### config.mk
export PLATFORM = sky130hd
export DESIGN_NAME = sat_counter
export DESIGN_NICKNAME = d
export VERILOG_FILES = /design/src/rtl/sat_counter.sv
export SDC_FILE = /design/constraint.sdc
export NUM_CORES = 1
export LEC_CHECK = 0
export ABC_AREA = 1
export CORE_MARGIN = 10
export CORE_UTILIZATION = 55
export CTS_CLUSTER_DIAMETER = 200
export CTS_CLUSTER_SIZE = 12
export DETAILED_ROUTE_END_ITERATION = 16
export HOLD_SLACK_MARGIN = 0.08
export PLACE_DENSITY = 0.82
export SLEW_MARGIN = 20
export SYNTH_ARGS = -nofsm -noshare
export SYNTH_HDL_FRONTEND = slang
export SYNTH_SLANG_ARGS = --single-unit
### constraint.sdc
create_clock -name clk -period 2.94 [get_ports clk]
set_input_delay 0.588 -clock clk [delete_from_list [all_inputs] [get_ports clk]]
set_output_delay 0.588 -clock clk [all_outputs]
set_load 0.02 [all_outputs]
### src/rtl/sat_counter.sv
// Up-counter that sticks at all-ones; synchronous clear has priority over increment.
module sat_counter #(
    parameter int WIDTH = 32
) (
    input  logic             clk,
    input  logic             reset_n,
    input  logic             inc_i,
    input  logic             clr_i,
    output logic [WIDTH-1:0] cnt_o
);

    logic [WIDTH-1:0] cnt_q, cnt_d;

    always_comb begin
        cnt_d = cnt_q;
        if (clr_i)
            cnt_d = '0;
        else if (inc_i && (cnt_q != '1))
            cnt_d = cnt_q + 1'b1;
    end

    always_ff @(posedge clk or negedge reset_n) begin
        if (!reset_n)
            cnt_q <= '0;
        else
            cnt_q <= cnt_d;
    end

    assign cnt_o = cnt_q;

endmodule

==> reports/qor.csv <==
metric,value,unit
outcome,finished clean,
synth_top_family_by_area,simple AND/OR/NAND/NOR gates,
yosysSeqAreaShare,0.357,
ys_types,26,
leakagePower,1.22,nW
port-buffer-count,35,
peakVddDrop,0.246,mV
cts-resized-gates,0,
start_util,0.565,
relSlewSlack,0.635,
layout_commonest_cell,nand2_1,
required,3.17,ns
whs,0.568,ns
die_area,7030,sq um
maxCapViolCount,0,
clock_sinks,32,
grt.overflow.total,0,
row_count,23,
hold_buffers,0,
viasPerCell,5.33,
grt_usage,0.173,
drc,0,
synth_fa_ha_area_frac,0.00558,
cts_tree,built,
muxShareOfSynthArea,0,
hp-class,register to register,
coreArea,3970,sq um
syn2layout_area_growth,21.3,%
ys.flop_type,dfrtp_1,
wl_per_cell,13.8,um
largest_register_ffs,32,
gp_congestion,0.885,
drive_above_1_share,0.0731,
synth_compound_area_frac,0.0435,
crit_fanout,21,
grt_start_max_net_pins,33,
syn_avg_cell_area,6.50,sq um
ant_nets,0,
clock_path_buffers,2,
crit_type,register to register,
finalHoldViolCount,0,
fin_worst_skew,0.00440,ns
postCtsSetupRepairBufs,0,
die_h,83.9,um
fin_tns_setup,0,ns
rsz0062_at_grt,false,
synthXorXnorAreaFrac,0.0351,
die_w,83.9,um
cts.clk_slew.worst_paths,0.06,ns
layout_common_cells,"135 x nand2_1, 52 x nor2_1, 35 x clkdlybuf4s50_1, 34 x nand3_1, 32 x dfrtp_1",
grt_pass1_vias,2110,
setup_violations,0,
cts-root-buf,clkbuf_8,
cts_buffers,5,
slew_viol_final,0,
drtIter0Drc,156,
power_density,322,nW/um^2
first_pass_iters,4,
antenna_cells,0,
syn_inst,345,
grt_pass1_wl,10300,um
wl,5960,um
period_needed,2.19,ns
fin_crit_sh,0.745,
cp.arrival,2.42,ns
clk_latency,0.29,ns
antenna_found_initial,0,
synth_area,2240,sq um
cp-end-kind,register,
num_vias,2308,
synth_edf_count,0,
start_kind,register,
synthesis.nets,350,
yosys_warnings,0,
num_io_pins,36,
final.fill_count,367,
ys_seq_elements,32,
async_flop_share,1.00,
yosys.area_share.simple,0.480,
worst_pin_slew,0.546,ns
htreeDepth,2,
nNetsFinal,388,
fmax,456,MHz
hpwl,4340,um
==> critical path, stage by stage (launching register included) <==
cell and delay, ns:
dfrtp_1 0.43, ha_1 0.23, nand2_2 0.08, nor2_4 0.19
nand2_4 0.12, nor2_8 0.17, nand2_4 0.08, nand2_8 0.10
nand2_4 0.15, inv_2 0.35, nand2_1 0.12, nand2_1 0.09
==> path summary, 6_finish.rpt <==
check	start	end	slack (ns)	depth (start not counted)
worst max-delay path	cnt_o[1]	cnt_o[1]	0.75	11
worst min-delay path	cnt_o[5]	cnt_o[5]	0.57	2
worst max register to register	cnt_o[1]	cnt_o[1]	0.75	11
worst min register to register	cnt_o[5]	cnt_o[5]	0.57	2
max in group asynchronous	reset_n	cnt_o[29]	1.93	2
min in group asynchronous	reset_n	cnt_o[24]	0.70	2
==> per-layer routing <==
metal	track usage	vias up	part of all wire
met5	0	-	0
met4	0.0685	0	0.017
met3	0.0566	12	0.074
met2	0.271	74	0.47
met1	0.213	1075	0.44
li1	-	1147	-
==> metrics by stage <==
| step | cell area, sq um | setup slack, ns | std cells | utilization | power [W] |
|---|---|---|---|---|---|
| after floorplan | 2240 | 1.16 | 345 | - | 0.000488 |
| after global placement | 2630 | 0.855 | 426 | 0.661 | 0.000512 |
| after detailed placement | 2630 | 0.780 | 426 | 0.661 | 0.000513 |
| after CTS | 2720 | 0.764 | 433 | 0.685 | 0.000883 |
| after global routing | 2720 | 0.622 | 433 | 0.685 | 0.000911 |
| final | 2720 | 0.749 | 433 | 0.685 | 0.000877 |
==> kinds of logic (layout without fill, tap and decap cells) <==
group / Yosys count / count (layout)
AO/OA/AOI/OAI: 19 / 19
XOR/XNOR: 9 / 9
adder cells (fa/ha/maj): 1 / 1
buffers and inverters: 39 / 77
flip-flops: 32 / 32
AND/OR/NAND/NOR: 245 / 245
==> Yosys cell counts (2+ instances only) <==
cell | instances | area (sq um)
a21oi_1 | 4 | 20.0
buf_6 | 4 | 45.0
clkbuf_1 | 2 | 7.51
dfrtp_1 | 32 | 801
inv_1 | 29 | 109
inv_2 | 2 | 7.51
nand2_1 | 135 | 507
nand2_2 | 3 | 18.8
nand2_4 | 3 | 33.8
nand3_1 | 34 | 170
nand4_1 | 8 | 50.1
nor2_1 | 52 | 195
nor2_2 | 4 | 25.0
nor2_4 | 2 | 22.5
o21ai_0 | 4 | 20.0
o21ai_1 | 10 | 50.1
xnor2_1 | 4 | 35.0
xor2_1 | 5 | 43.8
==> area by class of cell <==
type / instances / area [sq um] / area share
Sequential cell: 32 / 801 / 0.294
Multi-Input combinational cell: 274 / 1260 / 0.465
Timing Repair Buffer: 39 / 380 / 0.140
Inverter: 31 / 116 / 0.0428
Clock buffer: 7 / 96.3 / 0.0354
Tap cell: 50 / 62.6 / 0.0230
==> power breakdown <==
| part | total, W | internal (W) | switching, W |
|---|---|---|---|
| Clock | 0.000372 | 0.000208 | 0.000164 |
| Sequential | 0.000446 | 0.000443 | 0.00000332 |
| Combinational | 0.0000590 | 0.0000172 | 0.0000419 |
| Total | 0.000877 | 0.000668 | 0.000209 |
No activity file was read; power rests on OpenSTA's default activity.
